===== src/rtl/mtx_rsp_pkg.sv =====
// Shared definitions for the matrix-memory read responder.
//   ADDR_W      : SRAM row address width
//   DATA_W      : SRAM row (response) data width
//   rsp_state_e : issue FSM state encoding
// ST_GAP is only reachable when MTX_RSP_THROTTLE_EN is defined.
package mtx_rsp_pkg;

  localparam int unsigned ADDR_W = 10;
  localparam int unsigned DATA_W = 256;

  typedef enum logic [1:0] {
    ST_IDLE  = 2'd0,
    ST_ISSUE = 2'd1,
    ST_GAP   = 2'd2
  } rsp_state_e;

endpackage


===== src/rtl/mtx_rsp_fifo.sv =====
// Synchronous request-address FIFO for the read responder.
//   clk_i, rst_i : clock, synchronous active-high reset (empties the queue)
//   push_i/data_i: enqueue (ignored when full)
//   pop_i        : dequeue (ignored when empty)
//   head_o       : oldest entry, valid while not empty
//   full_o       : no room for another entry
//   count_o      : current occupancy
// Pointers carry one extra wrap bit so full and empty are distinguishable.
module mtx_rsp_fifo
  import mtx_rsp_pkg::*;
#(
  parameter int unsigned FIFO_DEPTH = 4
) (
  input  logic                            clk_i,
  input  logic                            rst_i,
  input  logic                            push_i,
  input  logic [ADDR_W-1:0]               data_i,
  input  logic                            pop_i,
  output logic [ADDR_W-1:0]               head_o,
  output logic                            full_o,
  output logic [$clog2(FIFO_DEPTH):0]     count_o
);

  localparam int unsigned PtrW = $clog2(FIFO_DEPTH);

  logic [PtrW:0]       wr_ptr_q, wr_ptr_d;
  logic [PtrW:0]       rd_ptr_q, rd_ptr_d;
  logic [ADDR_W-1:0]   mem_q [FIFO_DEPTH];
  logic                empty;
  logic                push_en;
  logic                pop_en;

  assign empty   = (wr_ptr_q == rd_ptr_q);
  assign full_o  = (wr_ptr_q[PtrW] != rd_ptr_q[PtrW]) &&
                   (wr_ptr_q[PtrW-1:0] == rd_ptr_q[PtrW-1:0]);
  assign count_o = wr_ptr_q - rd_ptr_q;
  assign head_o  = mem_q[rd_ptr_q[PtrW-1:0]];
  assign push_en = push_i && !full_o;
  assign pop_en  = pop_i && !empty;

  always_comb begin
    wr_ptr_d = wr_ptr_q;
    rd_ptr_d = rd_ptr_q;
    if (push_en) wr_ptr_d = wr_ptr_q + 1'b1;
    if (pop_en)  rd_ptr_d = rd_ptr_q + 1'b1;
  end

  always_ff @(posedge clk_i) begin
    if (rst_i) begin
      wr_ptr_q <= '0;
      rd_ptr_q <= '0;
    end else begin
      wr_ptr_q <= wr_ptr_d;
      rd_ptr_q <= rd_ptr_d;
    end
  end

  // Storage needs no reset: entries are only read between push and pop.
  always_ff @(posedge clk_i) begin
    if (push_en && !rst_i) mem_q[wr_ptr_q[PtrW-1:0]] <= data_i;
  end

endmodule


===== src/rtl/mtx_mem_responder.sv =====
// Read responder between the matrix iteration engine and a row SRAM.
// Requests are queued in an address FIFO, issued to the SRAM one per cycle,
// tracked through the SRAM read latency and returned in order.
//   i_clk, i_reset            : clock, synchronous active-high reset
//   i_mem_rreq, i_mem_addr    : read request and row address
//   o_mem_rrdy                : request accepted this cycle when high
//   o_mem_dout, o_mem_dout_vld: read data and its one-cycle valid pulse
//   o_sram_cen, o_sram_addr   : SRAM read enable and address
//   i_sram_q                  : SRAM data, RD_LAT cycles after o_sram_cen
// Build option MTX_RSP_THROTTLE_EN: insert one idle cycle after every SRAM
// read, halving peak throughput.
module mtx_mem_responder
  import mtx_rsp_pkg::*;
#(
  parameter int unsigned FIFO_DEPTH = 4,
  parameter int unsigned RD_LAT     = 1
) (
  input  logic              i_clk,
  input  logic              i_reset,
  input  logic              i_mem_rreq,
  input  logic [ADDR_W-1:0] i_mem_addr,
  output logic              o_mem_rrdy,
  output logic [DATA_W-1:0] o_mem_dout,
  output logic              o_mem_dout_vld,
  output logic              o_sram_cen,
  output logic [ADDR_W-1:0] o_sram_addr,
  input  logic [DATA_W-1:0] i_sram_q
);

  localparam int unsigned CntW = $clog2(FIFO_DEPTH) + 1;

  rsp_state_e          state_q, state_d;
  logic                in_reset_q;
  logic [ADDR_W-1:0]   addr_q, addr_d;
  logic [RD_LAT-1:0]   vld_sr_q, vld_sr_d;
  logic [DATA_W-1:0]   dout_q, dout_d;
  logic                dout_vld_q, dout_vld_d;

  logic                fifo_push;
  logic                fifo_pop;
  logic                fifo_full;
  logic [ADDR_W-1:0]   fifo_head;
  logic [CntW-1:0]     fifo_count;
  logic [CntW-1:0]     count_next;

  mtx_rsp_fifo #(
    .FIFO_DEPTH (FIFO_DEPTH)
  ) u_fifo (
    .clk_i   (i_clk),
    .rst_i   (i_reset),
    .push_i  (fifo_push),
    .data_i  (i_mem_addr),
    .pop_i   (fifo_pop),
    .head_o  (fifo_head),
    .full_o  (fifo_full),
    .count_o (fifo_count)
  );

  // in_reset_q keeps rrdy low while reset is held, using registered state only.
  assign o_mem_rrdy = !fifo_full && !in_reset_q;
  assign fifo_push  = i_mem_rreq && o_mem_rrdy;
  // ISSUE is only ever entered with a non-empty FIFO, so popping there is safe.
  assign fifo_pop   = (state_q == ST_ISSUE);
  assign count_next = fifo_count + CntW'(fifo_push) - CntW'(fifo_pop);

  assign o_sram_cen     = fifo_pop;
  assign o_sram_addr    = fifo_pop ? fifo_head : addr_q;
  assign o_mem_dout     = dout_q;
  assign o_mem_dout_vld = dout_vld_q;

  always_comb begin
    state_d = state_q;
    unique case (state_q)
      ST_IDLE: begin
        if (count_next != '0) state_d = ST_ISSUE;
      end
`ifdef MTX_RSP_THROTTLE_EN
      ST_ISSUE: state_d = ST_GAP;
      ST_GAP:   state_d = (count_next != '0) ? ST_ISSUE : ST_IDLE;
`else
      ST_ISSUE: state_d = (count_next != '0) ? ST_ISSUE : ST_IDLE;
`endif
      default:  state_d = ST_IDLE;
    endcase
  end

  always_comb begin
    addr_d      = o_sram_cen ? fifo_head : addr_q;
    vld_sr_d    = '0;
    vld_sr_d[0] = o_sram_cen;
    for (int unsigned i = 1; i < RD_LAT; i++) vld_sr_d[i] = vld_sr_q[i-1];
    // Last tracker stage marks the cycle in which i_sram_q holds the row.
    dout_vld_d  = vld_sr_q[RD_LAT-1];
    dout_d      = dout_vld_d ? i_sram_q : dout_q;
  end

  always_ff @(posedge i_clk) begin
    if (i_reset) begin
      state_q    <= ST_IDLE;
      in_reset_q <= 1'b1;
      addr_q     <= '0;
      vld_sr_q   <= '0;
      dout_q     <= '0;
      dout_vld_q <= 1'b0;
    end else begin
      state_q    <= state_d;
      in_reset_q <= 1'b0;
      addr_q     <= addr_d;
      vld_sr_q   <= vld_sr_d;
      dout_q     <= dout_d;
      dout_vld_q <= dout_vld_d;
    end
  end

endmodule


===== config.mk =====
export PLATFORM = sky130hd
export DESIGN_NAME = mtx_mem_responder
export DESIGN_NICKNAME = d
export VERILOG_FILES = /design/src/rtl/mtx_rsp_pkg.sv /design/src/rtl/mtx_rsp_fifo.sv /design/src/rtl/mtx_mem_responder.sv
export SDC_FILE = /design/constraint.sdc
export NUM_CORES = 1
export LEC_CHECK = 0
export CAP_MARGIN = 20
export CORE_MARGIN = 5
export CORE_UTILIZATION = 30
export DETAILED_ROUTE_END_ITERATION = 7
export PLACE_DENSITY = 0.59
export SLEW_MARGIN = 20
export SYNTH_ARGS = -nofsm -noshare
export SYNTH_HDL_FRONTEND = slang
export SYNTH_SLANG_ARGS = --single-unit

===== constraint.sdc =====
create_clock -name i_clk -period 3 [get_ports i_clk]
set_input_delay 0.45 -clock i_clk [delete_from_list [all_inputs] [get_ports i_clk]]
set_output_delay 0.45 -clock i_clk [all_outputs]
set_load 0.02 [all_outputs]

==> results.md <==
* Status: completed
* FP Rows at 72
* H-tree depth reported by CTS at 2
* Routed wl met2 at 19,000 um
* Count of flip-flops with a built-in enable after synthesis at 40
* Via count of the first global-routing pass at 9,156
* Fraction of power spent switching nets at 30.2%
* Max FO, Critical Path at 10
* Clock-pin slew on the worst setup and hold paths at 60 ps
* Number of instances on the worst hold path at 1
* Average wire per cell in the routed design at 18.8 um
* Port Buffers at 537
* Total of warnings raised by yosys at 0
* Worst setup SP type: flip-flop
* Register-to-Register Setup Slack at 430 ps
* Cells taking the most area after synthesis: dfxtp_1, mux2i_1, edfxtp_1
* Int Pwr at 10.2 mW
* Global-route wire length before repair at 55,800 um
* R2r worst-path depth at 9
* Mapped cell area at 11,600 sq um
* Ratio of final minimum period to clock period at 95.0%
* Part of the Yosys area used for sequential elements at 58.2%
* Clock network fraction of design power at 31.8%
* Half-perimeter wire length after detailed placement at 29,000 um
* Arrival time of data at the critical path endpoint at 2400 ps
* Number of antenna violations at the first check in global routing at 9
* Hold worst-path end: in_reset_q
* Max_slew headroom at 63.9%
* Highest attainable clock frequency at 351 MHz
* Max Cap Viol at 0
* Post-layout util at 49.0%
* CTS tree: built
* Worst flop-to-flop path startpoint: u_fifo.wr_ptr_q[0]
* End of the worst register-to-register path: state_q[0]
* Width of the die at 207 um
* Initial core utilization at 30.2%
* Sequential power share at 36.2%
* Met3 wire len at 4550 um
* RSZ-0062 raised after global routing: no
* Syn_nets at 1,271
* Synthesized area per cell at 11.7 sq um
* Inst Count DP at 2,007
* Post-Route WL at 39,000 um
* Die Outline Area at 42,800 sq um
* Leakage power of the design at 7.08 nW
* Largest net degree at the start of global routing at 102
* Total Neg Setup Slack at 0 ps
* Clock Skews at 8.59 ps
* Proportion of synthesized flip-flops having asynchronous set or reset at 0%
* Clk Tree Root Cell: clkbuf_16
* Remaining global-route overflow at 0
* Area grow syn2layout at 62.4%
* Clock Latency Late Sink at 530 ps
* Placed standard-cell area at 17,600 sq um
* Post-Route M1 WL at 14,200 um
* Weighted congestion reported at the end of routability-driven placement at 0.788
* Layout cells sized above 1 at 7.13%
* Start point of the worst hold path: i_reset
* Count of non-filler cells in the finished layout at 2,076
* Antenna-violating nets left at 0
* Total via count in the routed design at 9,030
* Initial DRT Pass Iterations at 4
* Number of max-slew violations in the final report at 0
* Most area-hungry cell type in the Yosys netlist: dfxtp_1
* Postcts setup bufs at 0
* Max layer used: met5
* Maximum buffer depth of the clock tree at 3
* Slew at the pin with the worst max-slew slack at 537 ps
* Number of remaining DRC errors at 0
* Share of the synthesized area in the top cell type at 47.9%
* Setup crit end kind: primary output
* NetSw at 4.39 mW
* Post-route cell area at 18,900 sq um
* Die extent in y at 207 um
* Ratio of total power to cell area at 771 nW/um^2
* Final Hold Vio Count at 0
* Number of DRC markers after the initial detailed-route iteration at 310
* Critical path class: reg2out
* Vias per Instance at 4.35
* Boundary Pins at 538
* Net count reported at finish at 1,807
* Peak ir drop on the vdd network at 0.496 mV
* Core area at 38,500 sq um
* Required time of the worst setup path at 2550 ps
* Share of power burned in combinational logic at 31.9%
* Number of buffers inserted during clock tree synthesis at 38
* Predominant post-synthesis flop cell: dfxtp_1
* # setup viols final at 0
* Sink count of the clock tree at 318
* Synth unique cells at 37
* Minimum period implied by the final worst setup slack at 2850 ps
* Total track usage at 17.0%
* Synthesized flop and latch total at 318
* Type of the worst min-delay path: in2reg
* Cell count after synthesis at 993
-- kinds of logic after synthesis --
logic type	after synthesis	share of synthesized area, %
flip-flops	318	58.2
buffers and inverters	68	2.97
multiplexers	276	25.3
XOR/XNOR	8	0.603
AO/OA/AOI/OAI	15	0.819
AND/OR/NAND/NOR	299	11.0
adder cells (fa/ha/maj)	9	1.10
-- through the flow --
stage / hold slack (ps) / setup slack (ps) / power, mW
global placement: 471 / 79.5 / 10.0
floorplan: 478 / 474 / 8.05
finish: 412 / 150 / 14.5
global route: 422 / 50.0 / 15.3
detailed placement: 480 / 65.4 / 10.1
CTS: 392 / 22.2 / 14.8
-- flip-flops by register name, summed over array words and instances, names as in the netlist, named ones only --
signal / flops
o_mem_dout: 256
u_fifo.rd_ptr_q: 3
addr_q: 10
o_mem_dout_vld: 1
u_fifo.wr_ptr_q: 3
state_q: 1
u_fifo.mem_q: 40
dout_vld_d: 1
in_reset_q: 1
-- power by group through the flow --
| stage | Sequential (mW) | Clock, mW | Combinational (mW) |
|---|---|---|---|
| floorplan | 5.85 | 0 | 2.19 |
| global route | 5.36 | 4.96 | 4.98 |
| global placement | 5.34 | 0 | 4.69 |
| detailed placement | 5.36 | 0 | 4.71 |
| finish | 5.27 | 4.63 | 4.64 |
| CTS | 5.28 | 4.78 | 4.73 |
-- metal layers --
metal,global-route usage (%),up-vias
met5,0,-
met4,5.95,10
met3,7.86,72
met2,29.3,361
met1,18.5,4139
li1,-,4448
-- critical path: stages, from the launching register on --
cell	delay [ps]
dfxtp_1	330
buf_6	190
mux4_2	520
mux2_4	270
clkdlybuf4s50_1	550
-- synth_stat cells, types with 7 or more instances --
cell type  number
clkbuf_1       16
buf_2          36
buf_1           7
ha_1            7
edfxtp_1       40
mux4_2         10
nor2_1        257
nor2b_1        11
dfxtp_1       278
mux2_4         10
mux2i_1       256
nor3b_1         7
-- timing repair --
| item | 4_1_cts | 5_1_grt |
|---|---|---|
| hold buffers | 0 | 0 |
| resized for setup | 0 | 5 |
| setup endpoints to repair | 0 | 5 |
-- layout by cell type (no fill, tap or decap), types with 3 or more instances in the layout --
cell type and n:
a21oi_1 3, a31oi_1 3, buf_12 7, buf_4 15
clkbuf_1 6, clkbuf_16 41, clkbuf_8 8, clkdlybuf4s50_1 532
clkinv_2 6, dfxtp_1 277, dlymetal6s2s_1 4, edfxtp_1 40
ha_1 7, inv_1 4, mux2_4 10, mux2i_1 256
mux4_2 10, nand2_1 3, nand3_1 5, nand4_1 4
nor2_1 257, nor2b_1 11, nor2b_4 5, nor3b_1 7
o21ai_0 4, xnor2_1 5, xor2_1 3
-- worst max path at each step --
stage	slack, ps	from	endpoint
after CTS	20	flip-flop	o_sram_addr[5]
final	150	flip-flop	o_sram_addr[0]
after global routing	50	flip-flop	o_sram_addr[0]
after floorplan	470	u_fifo.wr_ptr_q[0]	state_q[0]
after global placement	80	i_mem_rreq	state_q[0]
after detailed placement	70	i_mem_rreq	state_q[0]
-- final cells by class --
| class | instances | area [sq um] |
|---|---|---|
| fillers | 3546 | 19600 |
| flip-flops and latches | 318 | 6770 |
| repair buffers | 560 | 5650 |
| multi-input cells | 607 | 4510 |
| clock buffers | 54 | 1140 |
| well taps | 518 | 648 |
| clock inverters | 14 | 128 |
| inverters | 4 | 15.0 |
| diodes | 1 | 2.50 |
Power figures use the tool's default switching activity.
